[src/rtl/cache_pkg.sv]
// Shared types for the cache replacement path: LRU array commands
// and the replacement sequencer state encoding.
package cache_pkg;

    typedef enum logic [1:0] {
        LRU_INIT   = 2'b00,
        LRU_TOUCH  = 2'b01,
        LRU_ROTATE = 2'b10,
        LRU_IDLE   = 2'b11
    } lru_cmd_e;

    typedef enum logic [2:0] {
        S_INIT,
        S_IDLE,
        S_VICTIM,
        S_TOUCH,
        S_RESP
    } repl_state_e;

endpackage

[src/rtl/sat_counter.sv]
// Up-counter that sticks at all-ones instead of wrapping.
// Cleared only by the asynchronous reset.
module sat_counter #(
    parameter int W = 32
) (
    input  logic         clk,
    input  logic         rst,
    input  logic         inc,
    output logic [W-1:0] count
);

    logic [W-1:0] cnt_q;

    always_ff @(posedge clk or posedge rst) begin
        if (rst) begin
            cnt_q <= '0;
        end else if (inc && !(&cnt_q)) begin
            cnt_q <= cnt_q + 1'b1;
        end
    end

    assign count = cnt_q;

endmodule

[src/rtl/lru_replace_ctrl.sv]
// Replacement sequencer: turns hit/miss lookups into LRU array
// commands, returns the way to use and counts hits and misses.
module lru_replace_ctrl
    import cache_pkg::*;
#(
    parameter int ASSOC      = 8,
    parameter int INDEX_SIZE = 7,
    parameter int CNT_W      = 32,
    localparam int WAY_W     = $clog2(ASSOC)
) (
    input  logic                  clk,
    input  logic                  rst,
    input  logic                  req_valid,
    output logic                  req_ready,
    input  logic [INDEX_SIZE-1:0] req_index,
    input  logic                  req_hit,
    input  logic [WAY_W-1:0]      req_way,
    output logic                  rsp_valid,
    input  logic                  rsp_ready,
    output logic [WAY_W-1:0]      rsp_way,
    output logic [INDEX_SIZE-1:0] rsp_index,
    output logic                  rsp_miss,
    input  logic                  flush,
    output logic [1:0]            replace,
    output logic [INDEX_SIZE-1:0] index,
    output logic [WAY_W-1:0]      assoc,
    input  logic [WAY_W-1:0]      lru,
    output logic [CNT_W-1:0]      hit_count,
    output logic [CNT_W-1:0]      miss_count
);

    repl_state_e           state_q, state_d;
    logic [INDEX_SIZE-1:0] index_q, index_d;
    logic [WAY_W-1:0]      way_q, way_d;
    logic                  miss_q, miss_d;
    logic                  fpend_q, fpend_d;
    lru_cmd_e              cmd;
    logic                  accept;

    assign accept = req_valid && req_ready;

    always_ff @(posedge clk or posedge rst) begin
        if (rst) begin
            state_q <= S_INIT;
            index_q <= '0;
            way_q   <= '0;
            miss_q  <= 1'b0;
            fpend_q <= 1'b0;
        end else begin
            state_q <= state_d;
            index_q <= index_d;
            way_q   <= way_d;
            miss_q  <= miss_d;
            fpend_q <= fpend_d;
        end
    end

    always_comb begin
        state_d = state_q;
        unique case (state_q)
            S_INIT:   state_d = S_IDLE;
            S_IDLE: begin
                if (flush) begin
                    state_d = S_INIT;
                end else if (accept) begin
                    state_d = req_hit ? S_TOUCH : S_VICTIM;
                end
            end
            S_VICTIM: state_d = S_TOUCH;
            S_TOUCH:  state_d = S_RESP;
            S_RESP: begin
                if (rsp_ready) begin
                    state_d = (fpend_q || flush) ? S_INIT : S_IDLE;
                end
            end
            default:  state_d = S_INIT;
        endcase
    end

    // Victim is captured at the end of VICTIM so TOUCH promotes it.
    always_comb begin
        index_d = index_q;
        way_d   = way_q;
        miss_d  = miss_q;
        fpend_d = fpend_q;
        if (accept) begin
            index_d = req_index;
            way_d   = req_way;
            miss_d  = !req_hit;
        end
        if (state_q == S_VICTIM) begin
            way_d = lru;
        end
        if (state_q == S_INIT) begin
            fpend_d = 1'b0;
        end else if (flush && state_q != S_IDLE) begin
            fpend_d = 1'b1;
        end
    end

    always_comb begin
        cmd       = LRU_IDLE;
        req_ready = (state_q == S_IDLE) && !flush && !fpend_q;
        rsp_valid = (state_q == S_RESP);
        if (!rst) begin
            if (state_q == S_INIT) begin
                cmd = LRU_INIT;
            end else if (state_q == S_TOUCH) begin
                cmd = LRU_TOUCH;
            end
        end
    end

    assign replace   = cmd;
    assign index     = index_q;
    assign assoc     = way_q;
    assign rsp_way   = way_q;
    assign rsp_index = index_q;
    assign rsp_miss  = miss_q;

    sat_counter #(.W(CNT_W)) u_hit_cnt (
        .clk   (clk),
        .rst   (rst),
        .inc   (accept && req_hit),
        .count (hit_count)
    );

    sat_counter #(.W(CNT_W)) u_miss_cnt (
        .clk   (clk),
        .rst   (rst),
        .inc   (accept && !req_hit),
        .count (miss_count)
    );

endmodule

[config.mk]
export PLATFORM = sky130hd
export DESIGN_NAME = lru_replace_ctrl
export DESIGN_NICKNAME = d
export VERILOG_FILES = /design/src/rtl/cache_pkg.sv /design/src/rtl/sat_counter.sv /design/src/rtl/lru_replace_ctrl.sv
export SDC_FILE = /design/constraint.sdc
export NUM_CORES = 1
export LEC_CHECK = 0
export ABC_AREA = 1
export CAP_MARGIN = 15
export CORE_ASPECT_RATIO = 0.5
export CORE_MARGIN = 4
export CORE_UTILIZATION = 25
export DETAILED_ROUTE_END_ITERATION = 8
export PLACE_DENSITY = 0.55
export RECOVER_POWER = 25
export SYNTH_ARGS = -nofsm -noshare
export SYNTH_HDL_FRONTEND = slang
export SYNTH_SLANG_ARGS = --single-unit
[constraint.sdc]
create_clock -name clk -period 6.45 [get_ports clk]
set_clock_uncertainty 0.2 [all_clocks]
set_input_delay 1.29 -clock clk [delete_from_list [all_inputs] [get_ports clk]]
set_output_delay 1.29 -clock clk [all_outputs]
set_load 0.02 [all_outputs]
# After elaboration in Yosys (flattened, before gate mapping)
# Index checks and enable logic that the tools add are counted.
dict set report word_totals {
  ff_bits 79
  inputBits 19
  out_inout_bits 89
  elab_cells 49
}
dict set report classes {
  add_sub_neg 2
  eq_ne 7
  n_mux 13
  n_reduce_logical 20
}
# operator n
set ops {}
lappend ops {{$add 32x1->32 const B} 2}
lappend ops {{$reduce_and 32->1} 2}
lappend ops {{$mux 3} 5}
lappend ops {{$pmux 3 s5} 1}
lappend ops {{$logic_and 1x1->1} 8}
lappend ops {{$eq 3x2->1 const B} 2}
lappend ops {{$mux 2} 3}
lappend ops {{$logic_not 1->1} 5}
lappend ops {{$mux 1} 4}
lappend ops {{$reduce_bool 2->1} 2}
lappend ops {{$eq 3x1->1 const B} 1}
lappend ops {{$eq 3x3->1 const B} 1}
lappend ops {{$logic_not 3->1} 1}
lappend ops {{$ne 3x1->1 const B} 1}
lappend ops {{$ne 3x3->1 const B} 1}
lappend ops {{$ne 2x1->1 const B} 1}
lappend ops {{$reduce_and 2->1} 1}
lappend ops {{$logic_or 1x1->1} 1}

# Depth between registers and ports, before layout
# Gate-level depths: netlist (run 1).
dict set report depth {
  word_depth 7
  depth_mapped 11
  mapped_depth_nobuf 10
}

# Hierarchy
# From an unflattened synthesis (run 1), not the netlist that was laid out.
dict set report unflattened {
  cells_unflattened 807
  hier_area_um2 5258.8
}
# module n_inst cells_each area_per_inst_um2 seq_area_each_um2
set modules_own_cells {}
lappend modules_own_cells {{sat_counter (u_miss_cnt)} 1 351 2220.9 800.8}
lappend modules_own_cells {{sat_counter (u_hit_cnt)} 1 351 2167.1 800.8}
lappend modules_own_cells {lru_replace_ctrl 1 105 870.8 375.4}

# Least setup slack after synthesis (run 1)
# OpenSTA, ideal clock, no wires.
dict set report synth_path {
  path_type {input-to-output}
  startpoint {input rst}
  endpoint {output replace[1]}
  arrival_ns 3.798
  t_required_ns 4.960
  path_slack_ns 1.162
  cell_stages 3
  path_cell_list {inv_1 > nand2_1 > o21a_1}
}
dict set report synth_between {
  elab_chain_len 1
}
# element line_no
set synth_lines {}
lappend synth_lines {{from (decl)} lru_replace_ctrl.sv:12} ;# input logic rst,
lappend synth_lines {{$mux 2} lru_replace_ctrl.sv:105} ;# if (!rst) begin
lappend synth_lines {{to (decl)} lru_replace_ctrl.sv:24} ;# output logic [1:0] replace,
# No other way between the ends.

# Final worst setup path (run 1)
# Ends and elaborated chain as after synthesis.

==> impl_metrics.json, run 1 <==
{
  "status": "finished with violations",
  "violations": "max-capacitance violations, max-slew violations",
  "gp_congestion": 0.826,
  "finalNetCount": 926,
  "hold_ws_ns": 0.295,
  "initialDrtViolationCount": 295,
  "die_area_um2": 23200,
  "num_rows": 36,
  "final.period_utilization_pct": 66.2,
  "mostFrequentLayoutCells": "nand2_1, clkdlybuf4s50_1, nor2_1, dfrtp_1, inv_1",
  "antenna_found_initial": 0,
  "cts_root_buf": "clkbuf_16",
  "synth_area_per_cell_um2": 6.41,
  "ir_drop_mv": 0.131,
  "max-clock-path-buffers": 2,
  "grt_pass1_vias": 4892,
  "hpwl_um": 11600,
  "drc": 0,
  "setup_viol": 0,
  "ys_seq_elements": 79,
  "crit_path_end_kind": "output port",
  "layout_commonest_cell": "nand2_1",
  "post_cts_resized": 0,
  "syn_nets": 828,
  "path_class": "in2out",
  "cp_max_fo": 2,
  "utilization_pct": 34.0,
  "r2r-end": "u_miss_cnt.count[31]",
  "diodes": 0,
  "final_max_slew_viol_count": 43,
  "h-tree-depth": 3,
  "die_h_um": 110,
  "crit_start": "rst",
  "via_per_inst": 4.30,
  "hold_path.class": "reg2reg",
  "drt_first_pass_iters": 5,
  "insertion_delay_ns": 0.35,
  "ff2ff_setup_slack_ns": 4.05,
  "postCtsHoldBufs": 0,
  "rsz0062_at_grt": "false",
  "wl_per_cell_um": 12.9,
  "ant_nets": 0,
  "p_leak_nw": 3.00,
  "io_pins": 108,
  "hold_viol": 0,
  "portBuffers": 107,
  "fmax_ghz": 0.234,
  "layout.cells.non_filler": 1176,
  "dp_cells": 1159,
  "synth_area_um2": 5170,
  "crit_arrival_ns": 2.78,
  "critPathCapture": "replace[1]",
  "tns_ns": 0,
  "drive_gt1_share_pct": 5.71,
  "grt-ovfl-total": 0,
  "core_um2": 19900,
  "start_kind": "input port",
  "postCtsSetupBuffers": 0,
  "yosysUniqueCellTypes": 28,
  "syn_inst": 807,
  "dp_slack_ns": 2.31,
  "ff2ff_path_depth": 10,
  "yosysSeqAreaShare_pct": 38.2,
  "routed_wl_um": 15100,
  "cts.sinks": 79,
  "grt_max_degree": 80,
  "relSlewSlack_pct": -68.3,
  "dr_total_vias": 5056,
  "track_usage_pct": 13.6,
  "ys_warn_count": 0,
  "cts_inserted_buffers": 9,
  "power_density_nw_per_um2": 251,
  "areaGrowthSynthToFinish_pct": 30.8,
  "fin_ws_ns": 2.18,
  "period_minus_slack_ns": 4.27,
  "start_util_pct": 26.0,
  "die_w_um": 211,
  "worstMarginPinSlew_ns": 2.52,
  "required_ns": 4.96,
  "clkTransAtPathRegs_ns": 0.06,
  "cts_tree": "done",
  "drv_cap": 1,
  "crit-reg2reg-launch": "u_miss_cnt.count[0]",
  "grt_pass1_wl_um": 25300
}
==> how the worst min path moves through the flow <==
stage / startpoint / end / slack [ns] / cells past startpoint
floorplan: fpend_q / fpend_q / 0.33 / 2
global placement: rsp_miss / rsp_miss / 0.28 / 1
detailed placement: rsp_miss / rsp_miss / 0.28 / 1
CTS: rsp_miss / rsp_miss / 0.29 / 1
global route: rsp_miss / rsp_miss / 0.30 / 1
finish: rsp_miss / rsp_miss / 0.30 / 1
==> through the flow <==
step	area (µm²)	total power [mW]
2_1_floorplan	5170	0.950
3_3_place_gp	6430	1.14
3_5_place_dp	6430	1.15
4_1_cts	6750	1.73
5_1_grt	6770	1.79
6_report	6770	1.70
==> cells in the mapped netlist <==
library cell / n / area share [%]
a211oi_1: 1 / 0.15
a21oi_1: 2 / 0.19
a31oi_1: 1 / 0.12
buf_2: 5 / 0.48
buf_4: 16 / 2.3
buf_6: 3 / 0.65
dfrtp_1: 79 / 38
ha_1: 2 / 0.48
inv_1: 60 / 4.4
inv_2: 4 / 0.29
inv_4: 1 / 0.12
nand2_1: 420 / 30
nand2_2: 4 / 0.48
nand2_4: 3 / 0.65
nand3_1: 39 / 3.8
nand3b_1: 4 / 0.58
nand4_1: 8 / 0.97
nand4_2: 1 / 0.24
nor2_1: 100 / 7.3
nor2_2: 11 / 1.3
nor2_4: 6 / 1.3
nor3_2: 1 / 0.19
o21a_1: 2 / 0.29
o21ai_0: 6 / 0.58
o21ai_1: 3 / 0.29
o21ai_2: 1 / 0.17
xnor2_1: 8 / 1.4
xor2_1: 16 / 2.7
==> worst max-delay path: stages <==
cell and delay, ns:
dlygate4sd3_1 0.57, clkinvlp_2 0.11, nand2_1 0.09, o21a_1 0.12
clkdlybuf4s50_1 0.60
==> report_power, final <==
| part | switching [mW] | internal (mW) |
|---|---|---|
| clock network | 0.218 | 0.350 |
| logic | 0.283 | 0.217 |
| registers | 0.0736 | 0.556 |
==> flip-flops by register name, summed over array words and instances, names as in the netlist <==
| register | flops |
|---|---|
| fpend_q | 1 |
| rsp_miss | 1 |
| assoc | 3 |
| u_hit_cnt.count | 32 |
| index | 7 |
| u_miss_cnt.count | 32 |
| state_q | 3 |
==> cells by family after synthesis <==
group	count (synthesis)	synth area share (%)
simple gates	597	47.2
buf+inv	89	8.22
flops	79	38.2
xor+xnor	24	4.06
compound gates	16	1.79
fa+ha+maj	2	0.483
==> per-layer routing <==
| metal | GRT usage [%] | vias to the layer above | part of all wire, % |
|---|---|---|---|
| met1 | 17.4 | 2314 | 46 |
| met5 | 0 | - | 0 |
| met2 | 23.5 | 77 | 48 |
| met3 | 3.14 | 20 | 4.0 |
| met4 | 3.49 | 0 | 1.5 |
| li1 | - | 2645 | - |
==> final cells by class <==
class	count	area, µm²
sequential	79	1980
multi-input combinational	639	2780
clock buffer	11	243
inverter	65	248
timing repair buffer	111	1110
clock inverter	5	81.3
tap	266	333
fill	2154	13100
Note: power is estimated with default switching activity, not from simulation.
==> run 2: changes to the inputs <==
--- a/config.mk
+++ b/config.mk
@@ -11,7 +11,7 @@
 export CORE_MARGIN = 4
 export CORE_UTILIZATION = 25
 export DETAILED_ROUTE_END_ITERATION = 8
-export PLACE_DENSITY = 0.55
+export PLACE_DENSITY = 0.57
 export RECOVER_POWER = 25
 export SYNTH_ARGS = -nofsm -noshare
 export SYNTH_HDL_FRONTEND = slang
==> constraint.sdc (replaced) <==
create_clock -name clk -period 3.85 [get_ports clk]
set_clock_uncertainty 0.2 [all_clocks]
set_input_delay 0.77 -clock clk [delete_from_list [all_inputs] [get_ports clk]]
set_output_delay 0.77 -clock clk [all_outputs]
set_load 0.02 [all_outputs]
==> run 2 against run 1 <==
The run now ends clean. Global-route usage fell by 0.32 points. Via count rose by 1.3%. First-iteration DRC count grew 20%. Wire length down 2.4%. Sequential share of layout area increased by 0.076 points. Cell count is 0.17% higher. Worst setup slack got worse by 1.6 ns. Sequential cell count is the same. Highest routed layer unchanged. Power grew 64%.
==> impl_metrics.json, run 2 (synthesis results as in run 1) <==
{
  "cp_slowest_cell": "dlygate4sd3_1",
  "hold_path.class": "reg2reg",
  "grt-ovfl-total": 0,
  "via_per_inst": 4.35,
  "portBuffers": 107,
  "final.period_utilization_pct": 85.0,
  "relSlewSlack_pct": 18.4,
  "crit_arrival_ns": 2.30,
  "wl_per_cell_um": 12.5,
  "grt_pass1_vias": 4982,
  "drv_cap": 0,
  "clkTransAtPathRegs_ns": 0.06,
  "die_area_um2": 23200,
  "path_class": "in2out",
  "cts.sinks": 79,
  "track_usage_pct": 13.3,
  "mostFrequentLayoutCells": "nand2_1, clkdlybuf4s50_1, nor2_1, dfrtp_1, inv_1",
  "status": "finished, final reports clean",
  "grt_pass1_wl_um": 24900,
  "power_density_nw_per_um2": 412,
  "crit_path_cell_trace": "dlygate4sd3_1 > clkinvlp_4 > nand2_1 > o21a_1 > clkdlybuf4s50_1",
  "areaGrowthSynthToFinish_pct": 30.4,
  "diodes": 0,
  "fmax_ghz": 0.306,
  "start_kind": "input port",
  "postCtsSetupBuffers": 0,
  "crit_path_end_kind": "output port",
  "grt_util_met2_pct": 24.1,
  "required_ns": 2.88,
  "setup_viol": 0,
  "insertion_delay_ns": 0.35,
  "grt_max_degree": 80,
  "drc": 0,
  "antenna_found_initial": 0,
  "cp_max_fo": 2,
  "gp_congestion": 0.848,
  "layout_commonest_cell": "nand2_1",
  "tns_ns": 0,
  "io_pins": 108,
  "p_leak_nw": 2.99,
  "ir_drop_mv": 0.183,
  "hpwl_um": 11600,
  "h-tree-depth": 3,
  "hold_ws_ns": 0.299,
  "hold_viol": 0,
  "routed_wl_um": 14800,
  "finalNetCount": 928,
  "max-clock-path-buffers": 2,
  "die_h_um": 110,
  "dr_total_vias": 5121,
  "fill_cells": 2163,
  "drt_first_pass_iters": 4,
  "regArea_um2": 1980,
  "utilization_pct": 33.9,
  "post_cts_resized": 0,
  "period_minus_slack_ns": 3.27,
  "ant_nets": 0,
  "postCtsHoldBufs": 0,
  "cts_root_buf": "clkbuf_16",
  "core_um2": 19900,
  "grt_util_met1_pct": 16.1,
  "multi_input_area_um2": 2770,
  "cts_tree": "done",
  "die_w_um": 211,
  "worstMarginPinSlew_ns": 1.22,
  "final_max_slew_viol_count": 0,
  "num_rows": 36,
  "crit_family": "buffers and inverters",
  "initialDrtViolationCount": 354,
  "use_met3_pct": 3.39,
  "crit_buf_inv": 3,
  "start_util_pct": 26.0,
  "rsz0062_at_grt": "false",
  "critPathMaxStageDelay_ns": 0.62,
  "cts_inserted_buffers": 9,
  "drive_gt1_share_pct": 5.70,
  "grt-busiest-layer": "met2"
}
run 2: changes by cell type in the layout (fill, tap and decap cells not counted), sizes merged:
cell           delta
clkbuf            +2
clkdlybuf4s50     +2
dlygate4sd3       -2
buf               +1
bufinv            -1
clkinv            -1
clkinvlp          +1
run 2: final timing paths:
kind	to	depth (start not counted)	start	slack [ns]
hold / removal	rsp_miss	1	rsp_miss	0.30
min in group asynchronous	index[1]	3	rst	1.17
hold reg to reg	rsp_miss	1	rsp_miss	0.30
setup / recovery	replace[1]	5	rst	0.58
setup reg to reg	u_hit_cnt.count[28]	10	u_hit_cnt.count[0]	1.39
max in group asynchronous	u_miss_cnt.count[18]	4	rst	0.76
run 2: stage by stage:
stage          setup WS [ns]  cell area, µm²  total power, mW  instances
4_1_cts                0.674            6760             2.83       1177
6_report               0.578            6750             2.78       1178
3_3_place_gp           0.689            6440             1.90       1161
3_5_place_dp           0.680            6440             1.92       1161
5_1_grt                0.299            6750             2.93       1178
2_1_floorplan          0.178            5180             1.59        807
run 2: power breakdown:
part	total [mW]	switching [mW]	internal (mW)
registers	1.05	0.117	0.932
logic	0.838	0.473	0.365
clock network	0.894	0.355	0.539
run 2: final cells by class:
| class | count | area share, % |
|---|---|---|
| Timing Repair Buffer | 113 | 16.5 |
| Sequential cell | 79 | 29.3 |
| Clock inverter | 4 | 0.797 |
| Clock buffer | 12 | 3.80 |
| Tap cell | 266 | 4.93 |
| Multi-Input combinational cell | 639 | 41.0 |
| Inverter | 65 | 3.71 |
run 2: layer usage:
| layer | up-vias | routed length [µm] |
|---|---|---|
| met4 | 0 | 141 |
| met5 | - | 0 |
| met1 | 2375 | 6700 |
| met2 | 82 | 7260 |
| met3 | 13 | 673 |
| li1 | 2651 | - |
==> run 3: changes to the inputs <==
==> constraint.sdc (replaced) <==
create_clock -name clk -period 2.76 [get_ports clk]
set_clock_uncertainty 0.2 [all_clocks]
set_input_delay 0.552 -clock clk [delete_from_list [all_inputs] [get_ports clk]]
set_output_delay 0.552 -clock clk [all_outputs]
set_load 0.02 [all_outputs]
==> run 3 against run 2 <==
First-iteration DRC count shrank 25%. Die area did not move. Design area increased by 2.0%. Sequential cell count stayed put. Sequential power increased by 40%. Worst setup slack worse by 0.45 ns. Register-to-register slack worse by 1.1 ns. Wire length grew 2.1%. Critical path depth shrank 1. Clock power increased by 50%. Global-route usage increased by 0.19 points. Non-clock buffer count grew 6. Critical endpoint is now req_ready. Highest routed layer unchanged.
==> impl_metrics.json, run 3 (synthesis results as in run 1) <==
{
  "status": "finished, final reports clean",
  "h-tree-depth": 3,
  "hold_path.class": "reg2reg",
  "multi_input_area_um2": 2810,
  "start_kind": "register",
  "r2r-end": "u_hit_cnt.count[19]",
  "layout_commonest_cell": "nand2_1",
  "hpwl_um": 11600,
  "postCtsSetupBuffers": 0,
  "setup_viol": 0,
  "initialDrtViolationCount": 264,
  "die_w_um": 211,
  "layout.cells.non_filler": 1183,
  "rsz0062_at_grt": "false",
  "drv_cap": 0,
  "die_h_um": 110,
  "dr_total_vias": 5154,
  "regArea_um2": 1980,
  "ff2ff_path_depth": 10,
  "io_pins": 108,
  "worstMarginPinSlew_ns": 1.39,
  "crit-reg2reg-launch": "u_hit_cnt.count[0]",
  "path_class": "reg2out",
  "ff2ff_setup_slack_ns": 0.33,
  "fmax_ghz": 0.380,
  "crit_path_end_kind": "output port",
  "relSlewSlack_pct": 7.25,
  "finalNetCount": 934,
  "drc": 0,
  "finalInstanceArea_um2": 6890,
  "crit_start": "state_q[2]",
  "crit_arrival_ns": 1.88,
  "tns_ns": 0,
  "required_ns": 2.01,
  "dp_cells": 1167,
  "final_max_slew_viol_count": 0,
  "critPathCapture": "req_ready",
  "cts.sinks": 79,
  "portBuffers": 107,
  "die_area_um2": 23200,
  "wl_per_cell_um": 12.8,
  "drive_gt1_share_pct": 6.87,
  "period_minus_slack_ns": 2.63,
  "placed_area_um2": 6520,
  "core_um2": 19900,
  "drt_first_pass_iters": 5,
  "gp_congestion": 0.849,
  "fill_cells": 2165,
  "grt_pass1_vias": 4958,
  "antenna_found_initial": 0,
  "track_usage_pct": 13.5,
  "mostFrequentLayoutCells": "nand2_1, clkdlybuf4s50_1, nor2_1, dfrtp_1, inv_1",
  "ir_drop_mv": 0.236,
  "cts_inserted_buffers": 9,
  "grt_max_degree": 80,
  "final.period_utilization_pct": 95.3,
  "ant_nets": 0,
  "clkTransAtPathRegs_ns": 0.06,
  "cts_tree": "done",
  "grt_pass1_wl_um": 24900,
  "p_leak_nw": 3.07,
  "areaGrowthSynthToFinish_pct": 33.1,
  "cts_root_buf": "clkbuf_16",
  "via_per_inst": 4.36,
  "grt-ovfl-total": 0,
  "start_util_pct": 26.0,
  "diodes": 0,
  "max-clock-path-buffers": 2,
  "routed_wl_um": 15100,
  "cp_max_fo": 5,
  "utilization_pct": 34.6,
  "power_density_nw_per_um2": 586,
  "num_rows": 36,
  "hold_viol": 0,
  "insertion_delay_ns": 0.35
}
-- run 3: cell types whose count changed in the layout (fill, tap and decap cells not counted), sizes merged --
cell | before | now
buf | 4 | 11
clkinvlp | 3 | 1
bufinv | 1 | 2
clkbuf | 14 | 13
dlygate4sd3 | 1 | 0
dlymetal6s2s | 0 | 1
-- run 3: how the worst min path moves through the flow --
stage | from | to | slack (ns) | cells after the start
final | rsp_miss | rsp_miss | 0.29 | 1
after CTS | rsp_miss | rsp_miss | 0.30 | 1
after floorplan | fpend_q | fpend_q | 0.33 | 2
after detailed placement | rsp_miss | rsp_miss | 0.28 | 1
after global placement | rsp_miss | rsp_miss | 0.28 | 1
after global routing | rsp_miss | rsp_miss | 0.32 | 1
-- run 3: final cells by class --
class,instances,area share [%]
Tap cell,266,4.83
Sequential cell,79,28.7
Timing Repair Buffer,119,17.3
Clock inverter,3,0.945
Clock buffer,12,3.87
Inverter,65,3.60
Multi-Input combinational cell,639,40.7
-- run 3: power breakdown --
| group | switching (mW) | internal [mW] | total, mW |
|---|---|---|---|
| combinational | 0.682 | 0.542 | 1.22 |
| sequential | 0.168 | 1.30 | 1.47 |
| clock | 0.482 | 0.860 | 1.34 |
| total | 1.33 | 2.70 | 4.03 |
-- run 3: what timing repair did --
item                                    in CTS  in global routing
hold buffers                                 0                  0
gates resized for setup                      0                  4
endpoints found under the setup margin       0                  2
hold endpoints to repair                     0                  0
-- run 3: stage by stage --
stage | worst slack [ns] | total power, mW | hold WS (ns)
5_1_grt | 0.0174 | 4.26 | 0.319
4_1_cts | 0.0216 | 4.08 | 0.303
3_5_place_dp | 0.0405 | 2.71 | 0.280
6_report | 0.129 | 4.03 | 0.292
2_1_floorplan | -0.207 | 2.24 | 0.334
3_3_place_gp | 0.0359 | 2.68 | 0.275
-- run 3: critical path: stages (launching register included) --
cell and delay [ns]:
dfrtp_1 0.47, nor3_4 0.28, nand2_1 0.08, nor2_1 0.09, clkdlybuf4s50_1 0.62
-- run 3: layer usage --
metal	routed length [µm]	track usage [%]	up-vias
li1	-	-	2661
met1	7110	16.9	2399
met2	7200	23.0	73
met3	519	3.22	21
met4	250	4.46	0
met5	0	0	-
